## config.mk

```make
export PLATFORM = sky130hd
export DESIGN_NAME = seq_divider
export DESIGN_NICKNAME = d
export VERILOG_FILES = /design/src/rtl/seq_divider.sv
export SDC_FILE = /design/constraint.sdc
export NUM_CORES = 1
export LEC_CHECK = 0
export ABC_CLOCK_PERIOD_IN_PS = 3200
export CAP_MARGIN = 5
export CORE_ASPECT_RATIO = 1.25
export CORE_MARGIN = 5
export CORE_UTILIZATION = 30
export CTS_CLUSTER_DIAMETER = 120
export DETAILED_ROUTE_END_ITERATION = 6
export GPL_TIMING_DRIVEN = 0
export MAX_ROUTING_LAYER = met4
export PLACE_DENSITY = 0.53
export SYNTH_ARGS = -nofsm -noshare
export SYNTH_HDL_FRONTEND = slang
export SYNTH_SLANG_ARGS = --single-unit
```

## constraint.sdc

```tcl
create_clock -name clk -period 3.2 [get_ports clk]
set_clock_uncertainty 0.15 [all_clocks]
set_input_delay 0.64 -clock clk [delete_from_list [all_inputs] [get_ports clk]]
set_output_delay 0.64 -clock clk [all_outputs]
set_load 0.005 [all_outputs]
```

## src/rtl/seq_divider.sv

```systemverilog
// seq_divider: iterative radix-2 restoring divider for DIV/DIVU.
// Produces quotient/remainder with z/v/n flags. One quotient bit per cycle.
// Optional feature macro: SEQ_DIVIDER_SIGNED_EN (signed DIV support).
// Without the macro, op is ignored, every divide is unsigned and n stays 0.
module seq_divider #(
   parameter int WIDTH = 32,
   parameter int CNT_W = 6
) (
   input  logic             clk,
   input  logic             rst_n,
   input  logic             start,
   input  logic             op,
   input  logic [WIDTH-1:0] A,
   input  logic [WIDTH-1:0] B,
   output logic             ready,
   output logic             busy,
   output logic             done,
   output logic [WIDTH-1:0] quot,
   output logic [WIDTH-1:0] rem,
   output logic             z,
   output logic             v,
   output logic             n
);

   typedef enum logic [1:0] {IDLE, CALC, FIX, DONE} state_t;

   localparam logic [WIDTH-1:0] MINNEG = {1'b1, {(WIDTH-1){1'b0}}};

   state_t           state;
   state_t           nextstate;
   logic [CNT_W-1:0] cnt;
   logic [WIDTH-1:0] dvd;
   logic [WIDTH-1:0] dvs;
   logic [WIDTH-1:0] prem;
   logic             negq;
   logic             nega;
   logic             opl;

   logic             opeff;
   logic             bzero;
   logic             ovf;
   logic             fast;
   logic [WIDTH-1:0] absa;
   logic [WIDTH-1:0] absb;
   logic [WIDTH:0]   shifted;
   logic             qbit;
   logic [WIDTH-1:0] qfix;
   logic [WIDTH-1:0] rfix;

   // Decode the incoming request: effective signedness, operand magnitudes and fast-path cases
   always_comb begin
`ifdef SEQ_DIVIDER_SIGNED_EN
      opeff = op;
      ovf   = op && (A == MINNEG) && (&B);
`else
      opeff = op & 1'b0;
      ovf   = 1'b0;
`endif
      bzero = (B == '0);
      fast  = bzero || ovf;
      absa  = (opeff && A[WIDTH-1]) ? (~A + 1'b1) : A;
      absb  = (opeff && B[WIDTH-1]) ? (~B + 1'b1) : B;
   end

   // One restoring step: shift in the next dividend bit and subtract the divisor if it fits
   always_comb begin
      shifted = {prem, dvd[WIDTH-1]};
      qbit    = (shifted >= {1'b0, dvs});
   end

   // Sign correction applied on the way out of FIX; remainder follows the dividend sign
   always_comb begin
`ifdef SEQ_DIVIDER_SIGNED_EN
      qfix = negq ? (~dvd + 1'b1) : dvd;
      rfix = nega ? (~prem + 1'b1) : prem;
`else
      qfix = dvd;
      rfix = prem;
`endif
   end

   // Next-state logic and handshake outputs decoded from the current state
   always_comb begin
      nextstate = state;
      ready     = 1'b0;
      busy      = 1'b0;
      done      = 1'b0;
      case (state)
         IDLE: begin
            ready = 1'b1;
            if (start) nextstate = fast ? DONE : CALC;
         end
         CALC: begin
            busy = 1'b1;
            if (cnt == '0) nextstate = FIX;
         end
         FIX: begin
            busy      = 1'b1;
            nextstate = DONE;
         end
         DONE: begin
            ready = 1'b1;
            done  = 1'b1;
            if (start) nextstate = fast ? DONE : CALC;
            else       nextstate = IDLE;
         end
         default: nextstate = IDLE;
      endcase
   end

   // State register plus datapath: operand capture, iteration, and result/flag update on entry to DONE
   always_ff @(posedge clk) begin
      if (!rst_n) begin
         state <= IDLE;
         cnt   <= '0;
         dvd   <= '0;
         dvs   <= '0;
         prem  <= '0;
         negq  <= 1'b0;
         nega  <= 1'b0;
         opl   <= 1'b0;
         quot  <= '0;
         rem   <= '0;
         z     <= 1'b0;
         v     <= 1'b0;
         n     <= 1'b0;
      end else begin
         state <= nextstate;
         case (state)
            IDLE, DONE: begin
               if (start) begin
                  if (bzero) begin
                     quot <= '1;
                     rem  <= A;
                     z    <= 1'b0;
                     v    <= 1'b1;
                     n    <= opeff;
                  end else if (ovf) begin
                     quot <= A;
                     rem  <= '0;
                     z    <= 1'b0;
                     v    <= 1'b1;
                     n    <= 1'b1;
                  end else begin
                     dvd  <= absa;
                     dvs  <= absb;
                     prem <= '0;
                     cnt  <= CNT_W'(WIDTH - 1);
                     negq <= opeff & (A[WIDTH-1] ^ B[WIDTH-1]);
                     nega <= opeff & A[WIDTH-1];
                     opl  <= opeff;
                  end
               end
            end
            CALC: begin
               dvd  <= {dvd[WIDTH-2:0], qbit};
               prem <= qbit ? WIDTH'(shifted - {1'b0, dvs}) : shifted[WIDTH-1:0];
               if (cnt != '0) cnt <= cnt - 1'b1;
            end
            FIX: begin
               quot <= qfix;
               rem  <= rfix;
               z    <= (qfix == '0);
               v    <= 1'b0;
               n    <= opl & qfix[WIDTH-1];
            end
            default: ;
         endcase
      end
   end

endmodule
```

# [Word-level counts from Yosys, hierarchy flattened]
# Cells that the tools add are included.
[op_classes] n_addsub=2 bitwise=1 eq_ne=9 muxes=32 order_cmp=1 n_reduce_logical=14
[ops] cell="32-bit two-way mux" n=9
[ops] cell="32-bit case mux with 2 select lines" n=4
[ops] cell="32-bit logical NOT" n=2
[ops] cell="33-bit by 32-bit >= comparator with 1-bit output" n=1
[ops] cell="32-bit subtractor" n=1
[ops] cell="6-bit two-way mux" n=3
[ops] cell="6-bit case mux with 2 select lines" n=1
[ops] cell="3-bit AND reduction" n=3
[ops] cell="2-bit two-way mux" n=4
[ops] cell="2-bit != test, second input constant" n=4
[ops] cell="2-bit case mux with 4 select lines" n=1
[ops] cell="1-bit two-way mux" n=7
[ops] cell="6-bit logical NOT" n=1
[ops] cell="1-bit case mux with 2 select lines" n=3
[ops] cell="6-bit nonzero test" n=1
[ops] cell="6-bit by 1-bit subtractor with 6-bit output, second input constant" n=1
[ops] cell="2-bit == test, second input constant" n=2
[ops] cell="2-bit by 1-bit != test with 1-bit output, second input constant" n=2
[ops] cell="4-bit AND reduction" n=1
[ops] cell="2-bit nonzero test" n=2
[ops] cell="2-bit OR reduction" n=2
[ops] cell="2-bit by 1-bit == test with 1-bit output, second input constant" n=1
[ops] cell="2-bit logical NOT" n=1
[ops] cell="2-bit AND reduction" n=1
[ops] cell="1-bit inverter" n=1
[totals] ff_bits=171 elab_cells=69 inputBits=68 out_inout_bits=70

# [Longest topological paths before layout]
# Gate-level depths: netlist (run 1).
[depth] word_depth=4 mapped_depth=13 depth_no_buf=11

# [Worst setup path after synthesis (run 1)]
# Ideal clock, no wire load.
[synth_path] kind="register -> register" start="register dvs[1]" end="register prem[9]" setup_ps=128 required_time_ps=2922 synth_period_minus_slack_ps=2633 arrival_time_ps=2355 path_buffers=2 path_stages_with_launch=13 setup_slack_ps=567 path_cell_list="dfxtp_1 inv_1 ha_1 nor2b_1 o31a_1 o31ai_2 a31oi_4 o21ai_2 a31oi_4 buf_6 buf_12 mux2i_1 o21ai_1"
[synth_via] elab_chain_cells=3 word_cells_on_any_way=4 classes_between="add/sub (1); order compare (1); mux (2)"
[synth_lines] item="from (decl)" line_no="33" rtl="logic [WIDTH-1:0] dvs;"
[synth_lines] item="from (signal assigned)" line_no="146" rtl="dvs <= absb;"
[synth_lines] item="32-bit subtractor / 33-bit by 32-bit >= comparator with 1-bit output (equally long branches)" line_no="157, 68"
[synth_lines] item="32-bit two-way mux (*)" line_no="157" rtl="prem <= qbit ? WIDTH'(shifted - {1'b0, dvs}) : shifted[WIDTH-1:0];"
[synth_lines] item="32-bit case mux with 2 select lines (*)" line_no="129" rtl="case (state)"
[synth_lines] item="to (signal assigned)" line_no="157"
[synth_lines] item="to (decl)" line_no="34" rtl="logic [WIDTH-1:0] prem;"
# Mark *: on every way between the ends. The rest lies on a longest branch, timed or not.
# A chain may end at the register's enable or synchronous reset.

# [Final worst setup path (run 1)]
[layout_path] start="register dvs[1]" end="register prem[25]"
# Same word-level chain as after synthesis.

==> run metrics, run 1 <==
setup_tns=0 ps; P_leak=0.00455 uW; Critical Path Slowest Stage Cell=o31ai_1; CP Launch Type=flip-flop; die span in y=206 um; max incr delay on CP=520 ps; number of max-cap violations=0; Final period util=96.8%; number of fill cells=3,072; Mapped Avg Cell Area=8.58 um2; IO Pins=138; XOR/XNOR share of the synthesized area=2.76%; largest area contributor in the netlist=dfxtp_1; sequential cell area=3400 um2; site row count=71; first drt pass iteration count=6; CTS tree=yes; CTS Root Cell=clkbuf_16; Post-Synth Adder-Cell Area=5.52%; Port Buf Inserts=134; initial core utilization=30.5%; DR WL/cell=17.8 um; core box area=30,200 um2; CP arrival=3260 ps; final std cells w/o fill=1,643; clk buf depth=2; Reg2Reg Depth=10; largest net degree at the start of global routing=17; achievable frequency=0.323 GHz; Synth area leaders=dfxtp_1 37%, mux2i_1 13%, nor2_1 6.6%, a211oi_1 5.6%, ha_1 5.3%; sequential-to-total area share from yosys stat=37.0%; DIE AREA=34,300 um2; Placed Area=11,000 um2; Post-synth top flop=dfxtp_1; HPWL Detailed=23.9 mm; status=finished, final reports clean; Finish-stage setup viols=0; initial antenna violation count=0; Final Hold Viols=0; worst setup path endpoint=prem[25]; Max VDD drop=367 uV; DP Cell Count=1,608; post-synth top area share=37.0%; Vias/cell=5.02; Reg-to-Reg End=prem[25]; routability cong.=0.871; unrepaired setup endpoints after global routing=no; Total Routing Usage GR=17.5%; Post-Syn Area=9200 um2; Tot Pwr=10,700 uW; EDFF count, synth=0; Max-slew headroom=45.6%; syn nets=1,181; area of the multi-input gates=5230 um2; CP required=3360 ps; antenna diode count=0; Die Wd=167 um; Area Growth Syn to Fin=28.1%; Total Wirelength=29.3 mm; CTS buffer count=17; Setup CP Type=flip-flop to flip-flop; post-synthesis mux area share=12.7%; Worst Max-Slew Pin Slew=816 ps; setup slack, reg-to-reg=100 ps; Sink Count=170; Initial DRC Count=473; Max Slew Vio Count=0; Synth Area in Compound Gates=19.8%; Via Count=8,243; minimum clock period=3100 ps; antenna-violating nets left=0; global route overflow=0; Clk Latency, worst-skew pair=430 ps; CP Launch Point=dvs[1]; reg2reg start=dvs[1]; unique cell type count in the Yosys netlist=67; first-pass GRT wire length=46.3 mm; vias in the first global route=8,286; Synth Area in Simple Gates=15.2%; clk slew on worst S/H paths=60 ps; DR DRC count=0; Pwr Density=904 nW/um2; Final Instance Area=11,800 um2; Async S/R FF share, synth=0%; Nets=1,337; Cell Chain, Critical Path=inv_1 -> ha_1 -> nor2b_1 -> o31a_1 -> o31ai_1 -> a2111oi_0 -> o31a_1 -> o21ai_0 -> xor2_1 -> o31ai_1; CP Capture Type=flip-flop; share of cells above drive strength 1=7.25%; crit-path max FO=5; Hold Crit Class=flip-flop to flip-flop; Synth Instances=1,073; H-tree levels=4; Synth Register Bits=170; Yosys warning total=0; largest family of logic cells by synthesized area=compound AO/OA/AOI/OAI gates
-- final cells by class --
cell class	instances	share of cell area, %
Buffer	72	3.07
Sequential cell	170	28.9
Timing Repair Buffer	137	11.6
Clock inverter	10	1.18
Tap cell	401	4.26
Clock buffer	22	4.11
Inverter	80	2.55
Multi-Input combinational cell	751	44.4
-- synthesized netlist by cell type (all sizes together), types with 2 or more instances --
library cell  number
o21ai             38
nand2b             5
a22o               2
inv               80
o211ai             7
a21oi             39
nand2             58
and3               5
a22oi              2
xor2              11
nor4              20
a211oi            69
mux2i            117
clkbuf            51
a31o               2
a311oi            33
o221ai             2
nand4              8
nor2b              3
nand3             17
a32oi             11
o21a               7
o31ai             10
ha                39
o21bai             2
nor2             162
and2               6
a31oi              8
o31a               2
a21o              10
buf               21
dfxtp            170
xnor2             18
or3                4
and4               4
a211o              2
nor3              14
nand4b             3
o41ai              2
-- state kept, by name (all words and copies together), names as in the netlist --
name	flops
quot	32
dvd	32
v	1
state	2
cnt	6
z	1
prem	32
dvs	32
rem	32
-- power breakdown --
part	leakage, uW	internal [uW]	switching [uW]
clock	0.000306	1310	875
combinational	0.00285	2330	2880
sequential	0.00140	2740	530
-- what timing repair did --
action | in CTS | in global routing
buffers inserted | 3 | 0
pin swaps | 2 | 0
endpoints found under the hold margin | 0 | 0
resized for setup | 9 | 29
endpoints found under the setup margin | 128 | 121
hold buffers | 0 | 0
-- worst min-delay path by stage --
stage,start,endpoint,slack (ps),cells past startpoint
2_1_floorplan,cnt[0],cnt[0],290,1
3_3_place_gp,cnt[0],cnt[0],320,1
3_5_place_dp,cnt[0],cnt[0],330,1
4_1_cts,cnt[0],cnt[0],340,1
5_1_grt,quot[13],quot[13],370,2
6_report,cnt[0],cnt[0],340,1
-- logic make-up (layout without fill, tap and decap cells) --
| logic type | Yosys count | after routing |
|---|---|---|
| AND/OR/NAND/NOR | 311 | 311 |
| other | 1 | 1 |
| buffers and inverters | 152 | 321 |
| multiplexers | 117 | 117 |
| adder cells (fa/ha/maj) | 40 | 40 |
| XOR/XNOR | 29 | 29 |
| flip-flops | 170 | 170 |
| AO/OA/AOI/OAI | 253 | 253 |
-- routing by layer --
layer  vias up  wire [um]  part of all wire (%)  track usage (%)
met4         0        585                   2.0             5.44
met3        33        995                   3.4             2.69
met2       173      14900                    51             30.9
li1       4160          -                     -                -
met5         -          0                     0                -
met1      3877      12800                    44             20.6
-- metrics by stage --
stage                     utilization [%]  setup WS, ps  hold WS, ps
after detailed placement             36.6          -913          331
after global routing                 39.0          1.77          368
final                                39.0           104          339
after CTS                            38.8          13.5          339
after global placement               36.6          -918          318
after floorplan                         -           567          294
-- critical path: cells and delay by family (launching register included) --
kind | cells | cell delay (ps)
AND/OR/NAND/NOR | 1 | 150
adder cells (fa/ha/maj) | 1 | 310
buffers and inverters | 1 | 70
AO/OA/AOI/OAI | 6 | 1690
XOR/XNOR | 1 | 190
flip-flops | 1 | 420
-- cells in the final DEF (no fill, tap or decap), drive strengths merged, types with 10 or more instances in the layout --
cell type,count
mux2i,117
nor3,14
nand2,58
nor4,20
clkdlybuf4s50,134
a21oi,39
a211oi,69
a21o,10
nor2,162
dfxtp,170
inv,81
ha,39
o31ai,10
buf,24
xnor2,18
nand3,17
a32oi,11
o21ai,38
a311oi,33
xor2,11
clkbuf,73
(Power assumes the default switching activity.)
==> run 2: changes to the inputs <==
--- a/config.mk
+++ b/config.mk
@@ -6,7 +6,6 @@
 export NUM_CORES = 1
 export LEC_CHECK = 0
 export ABC_CLOCK_PERIOD_IN_PS = 3200
-export CAP_MARGIN = 5
 export CORE_ASPECT_RATIO = 1.25
 export CORE_MARGIN = 5
 export CORE_UTILIZATION = 30
@@ -14,7 +13,7 @@
 export DETAILED_ROUTE_END_ITERATION = 6
 export GPL_TIMING_DRIVEN = 0
 export MAX_ROUTING_LAYER = met4
-export PLACE_DENSITY = 0.53
+export SLEW_MARGIN = 20
 export SYNTH_ARGS = -nofsm -noshare
 export SYNTH_HDL_FRONTEND = slang
 export SYNTH_SLANG_ARGS = --single-unit
==> run 2 against run 1 <==
Against the previous run:
- worst hold slack about the same
- register-to-register slack improved by 70 ps
- utilization grew 0.091 points
- maximum frequency up 2.5%
- clock power up 7%
- via count increased by 1.0%
- highest routed layer unchanged
- largest cell class unchanged
- sequential power barely moved
- worst setup slack improved by 74 ps
- final cell count is the same
- count of clock-buffer cells in the layout fell by 1
==> run metrics, run 2 (synthesis gave the netlist of run 1 again) <==
Total Wirelength=29.1 mm; Clk Latency, worst-skew pair=440 ps; achievable frequency=0.331 GHz; IO Pins=138; Total Routing Usage GR=17.0%; Pwr Density=918 nW/um2; DR DRC count=0; Area Growth Syn to Fin=28.4%; Reg2Reg Depth=11; Max-slew headroom=44.4%; share of cells above drive strength 1=6.92%; vias in the first global route=8,327; status=finished, final reports clean; Reg-to-Reg End=dvd[0]; Hold Crit Class=flip-flop to flip-flop; Nets=1,337; first drt pass iteration count=5; Port Buf Inserts=134; DIE AREA=34,300 um2; clk slew on worst S/H paths=70 ps; Vias/cell=5.07; HPWL Detailed=23.6 mm; Die Wd=167 um; CP Launch Type=primary input; global route overflow=0; Hold Path Sink=cnt[0]; Final Instance Area=11,800 um2; CTS buffer count=17; site row count=71; Setup CP Type=primary input to flip-flop; routability cong.=0.943; Final Hold Viols=0; CP arrival=3200 ps; Placed Area=11,000 um2; Sink Count=170; antenna-violating nets left=0; initial core utilization=30.5%; first-pass GRT wire length=45.6 mm; crit-path max FO=10; setup slack, reg-to-reg=180 ps; minimum clock period=3020 ps; Finish-stage setup viols=0; CP required=3380 ps; die span in y=206 um; Worst Max-Slew Pin Slew=834 ps; unrepaired setup endpoints after global routing=no; most common cell after layout, fill and taps aside=dfxtp_1; core box area=30,200 um2; HP Start=cnt[0]; DR WL/cell=17.7 um; H-tree levels=4; largest net degree at the start of global routing=17; Hold Worst Slack=338 ps; hold depth=1; reg2reg start=prem[9]; CTS tree=yes; number of max-cap violations=0; Max Slew Vio Count=0; Initial DRC Count=466; initial antenna violation count=0; most frequent cells in the layout=170 x dfxtp_1, 160 x nor2_1, 133 x clkdlybuf4s50_1; CTS Root Cell=clkbuf_16; Max VDD drop=530 uV; CP Capture Type=flip-flop; antenna diode count=0; Via Count=8,326; P_leak=0.00457 uW; Final period util=94.4%; clk buf depth=2
[run 2: worst max path at each step]
stage,start,to,slack (ps)
floorplan,dvs[1],prem[9],570
global placement,B[31],prem[28],-1150
detailed placement,B[31],prem[2],-1190
CTS,B[31],dvd[30],2
global route,B[16],quot[6],3
finish,B[0],prem[30],180
[run 2: cell type report]
| class | instances | area (um2) |
|---|---|---|
| buffer | 72 | 358 |
| clock buffer | 21 | 440 |
| clock inverter | 11 | 216 |
| fill | 3070 | 18400 |
| inverter | 80 | 300 |
| multi-input combinational | 751 | 5230 |
| sequential | 170 | 3400 |
| tap | 401 | 502 |
| timing repair buffer | 137 | 1370 |
[run 2: where the power goes]
group / total (uW) / switching (uW) / internal (uW)
logic: 5230 / 2910 / 2320
registers: 3270 / 533 / 2740
clock network: 2340 / 869 / 1470
[run 2: metal layers]
metal / track usage, % / vias to the layer above / wire length (um)
met1: 19.4 / 3921 / 12200
met4: 5.09 / 0 / 632
met2: 30.7 / 195 / 15000
met5: - / - / 0
li1: - / 4169 / -
met3: 3.07 / 41 / 1240
[run 2: worst max-delay path, cell delays in order]
cell and delay, ps:
clkdlybuf4s50_1 530, nor4_4 350, nand4_1 110, buf_4 190, o211ai_1 170, buf_4 250
a21oi_1 160, and2_1 200, clkbuf_1 260, a32oi_1 270, nand2_1 70
[run 2: metrics by stage]
stage / setup slack [ps] / total power [uW] / std cells / util (%) / TNS, ps
6_report: 178 / 10800 / 1643 / 39.1 / 0
5_1_grt: 2.86 / 11600 / 1643 / 39.1 / 0
4_1_cts: 2.31 / 10800 / 1643 / 39.0 / 0
3_5_place_dp: -1190 / 8430 / 1608 / 36.6 / -157680
3_3_place_gp: -1150 / 8360 / 1608 / 36.6 / -154810
2_1_floorplan: 567 / 6670 / 1073 / - / 0
[run 2: timing repair]
action	in CTS	in global routing
endpoints found under the hold margin	0	0
pin swaps	2	0
gates resized for setup	16	18
setup buffers	3	0
hold buffers	0	0
setup endpoints to repair	164	121
==> run 3: changes to the inputs <==
--- a/config.mk
+++ b/config.mk
@@ -5,7 +5,6 @@
 export SDC_FILE = /design/constraint.sdc
 export NUM_CORES = 1
 export LEC_CHECK = 0
-export ABC_CLOCK_PERIOD_IN_PS = 3200
 export CORE_ASPECT_RATIO = 1.25
 export CORE_MARGIN = 5
 export CORE_UTILIZATION = 30
==> constraint.sdc (replaced) <==
create_clock -name clk -period 3.35 [get_ports clk]
set_clock_uncertainty 0.15 [all_clocks]
set_input_delay 0.67 -clock clk [delete_from_list [all_inputs] [get_ports clk]]
set_output_delay 0.67 -clock clk [all_outputs]
set_load 0.005 [all_outputs]
==> run 3 against run 2 <==
Against the previous run:
- final area down 0.37%
- first-iteration DRC count fell by 8.4%
- combinational power decreased by 5.5%
- critical path type is now flip-flop to flip-flop
==> run metrics, run 3 (synthesis gave the netlist of run 1 again) <==
vias in the first global route=8,299; Area Growth Syn to Fin=27.9%; Initial DRC Count=427; DP Cell Count=1,608; Die Wd=167 um; CTS buffer count=17; H-tree levels=4; area of the multi-input gates=5190 um2; CP arrival=3420 ps; Critical Path Slowest Stage Cell=fa_1; largest net degree at the start of global routing=17; Max Slew Vio Count=0; routability cong.=0.943; CP required=3580 ps; initial antenna violation count=0; sequential cell area=3400 um2; number of max-cap violations=0; Finish-stage setup viols=0; CTS tree=yes; dpl ws=-1070 ps; first drt pass iteration count=5; unrepaired setup endpoints after global routing=no; most frequent cells in the layout=170 x dfxtp_1, 160 x nor2_1, 133 x clkdlybuf4s50_1; max incr delay on CP=420 ps; die span in y=206 um; DR WL/cell=17.6 um; CP Launch Type=flip-flop; core box area=30,200 um2; clk buf depth=2; Cell Chain, Critical Path=inv_1 -> ha_1 -> fa_1 -> nand2b_1 -> a211oi_1 -> o21ai_0 -> nand4b_1 -> a211oi_1 -> nor4_2 -> nand3_1 -> nand2_1; first-pass GRT wire length=45.6 mm; CP Capture Type=flip-flop; Worst Max-Slew Pin Slew=856 ps; Final Instance Area=11,800 um2; Final period util=95.3%; Placed Area=11,000 um2; antenna diode count=0; CTS Root Cell=clkbuf_16; achievable frequency=0.313 GHz; initial core utilization=30.5%; final std cells w/o fill=1,643; DIE AREA=34,300 um2; HPWL Detailed=23.6 mm; global route overflow=0; hold-fix buffers at CTS=0; Final Hold Viols=0; Setup CP Type=flip-flop to flip-flop; antenna-violating nets left=0; Hold Crit Class=flip-flop to flip-flop; most used cell, CP=a211oi_1; Nets=1,337; Via Count=8,261; Port Buf Inserts=134; Total Routing Usage GR=17.1%; Pwr Density=875 nW/um2; Vias/cell=5.03; Sink Count=170; clk slew on worst S/H paths=70 ps; Total Wirelength=29.0 mm; site row count=71; Util after Layout=39.0%; share of cells above drive strength 1=6.36%; P_leak=0.00456 uW; Max-slew headroom=42.9%; minimum clock period=3190 ps; Setup WS post-layout=159 ps; most common cell after layout, fill and taps aside=dfxtp_1; status=finished, final reports clean; number of fill cells=3,073; crit-path max FO=4; DR DRC count=0; Clk Latency, worst-skew pair=440 ps; Max VDD drop=507 uV; IO Pins=138; Hold Worst Slack=338 ps
run 3: timing repair:
action                     CTS  global route
buffers inserted             3             0
setup endpoints to repair  163           111
gates resized for setup     12             7
pin swaps                    2             0
run 3: final timing paths:
check / start / endpoint / slack, ps / depth (start not counted)
setup / recovery: dvd[31] / prem[30] / 160 / 11
setup reg to reg: dvd[31] / prem[30] / 160 / 11
hold / removal: cnt[0] / cnt[0] / 340 / 1
hold reg to reg: cnt[0] / cnt[0] / 340 / 1
run 3: critical path: cells and delay by family, from the launching register on:
family | cells | cell delay, ps
AOI/OAI and AO/OA | 3 | 770
adders and majority gates | 2 | 670
buffers and inverters | 1 | 130
DFF | 1 | 380
and+or+nand+nor | 5 | 1020
run 3: routing by layer:
layer	global-route usage, %	vias to the layer above	share of wire, %
met3	3.09	34	4.2
met2	30.6	192	52
li1	-	4161	-
met4	5.12	0	2.1
met1	19.4	3874	42
met5	-	-	0
run 3: layout make-up:
type	instances	area share [%]
Multi-Input combinational cell	751	44.1
Sequential cell	170	28.9
Clock buffer	21	3.74
Timing Repair Buffer	137	11.6
Buffer	72	3.02
Clock inverter	11	1.84
Tap cell	401	4.26
Inverter	80	2.55
run 3: power by group:
part	internal, uW	switching (uW)
sequential	2620	509
combinational	2190	2740
clock	1400	828
total	6210	4080
run 3: per-stage QoR:
step / setup TNS [ps] / total power, uW
detailed placement: -137520 / 8060
floorplan: 0 / 6370
global route: 0 / 11000
CTS: 0 / 10300
finish: 0 / 10300
global placement: -134650 / 7990
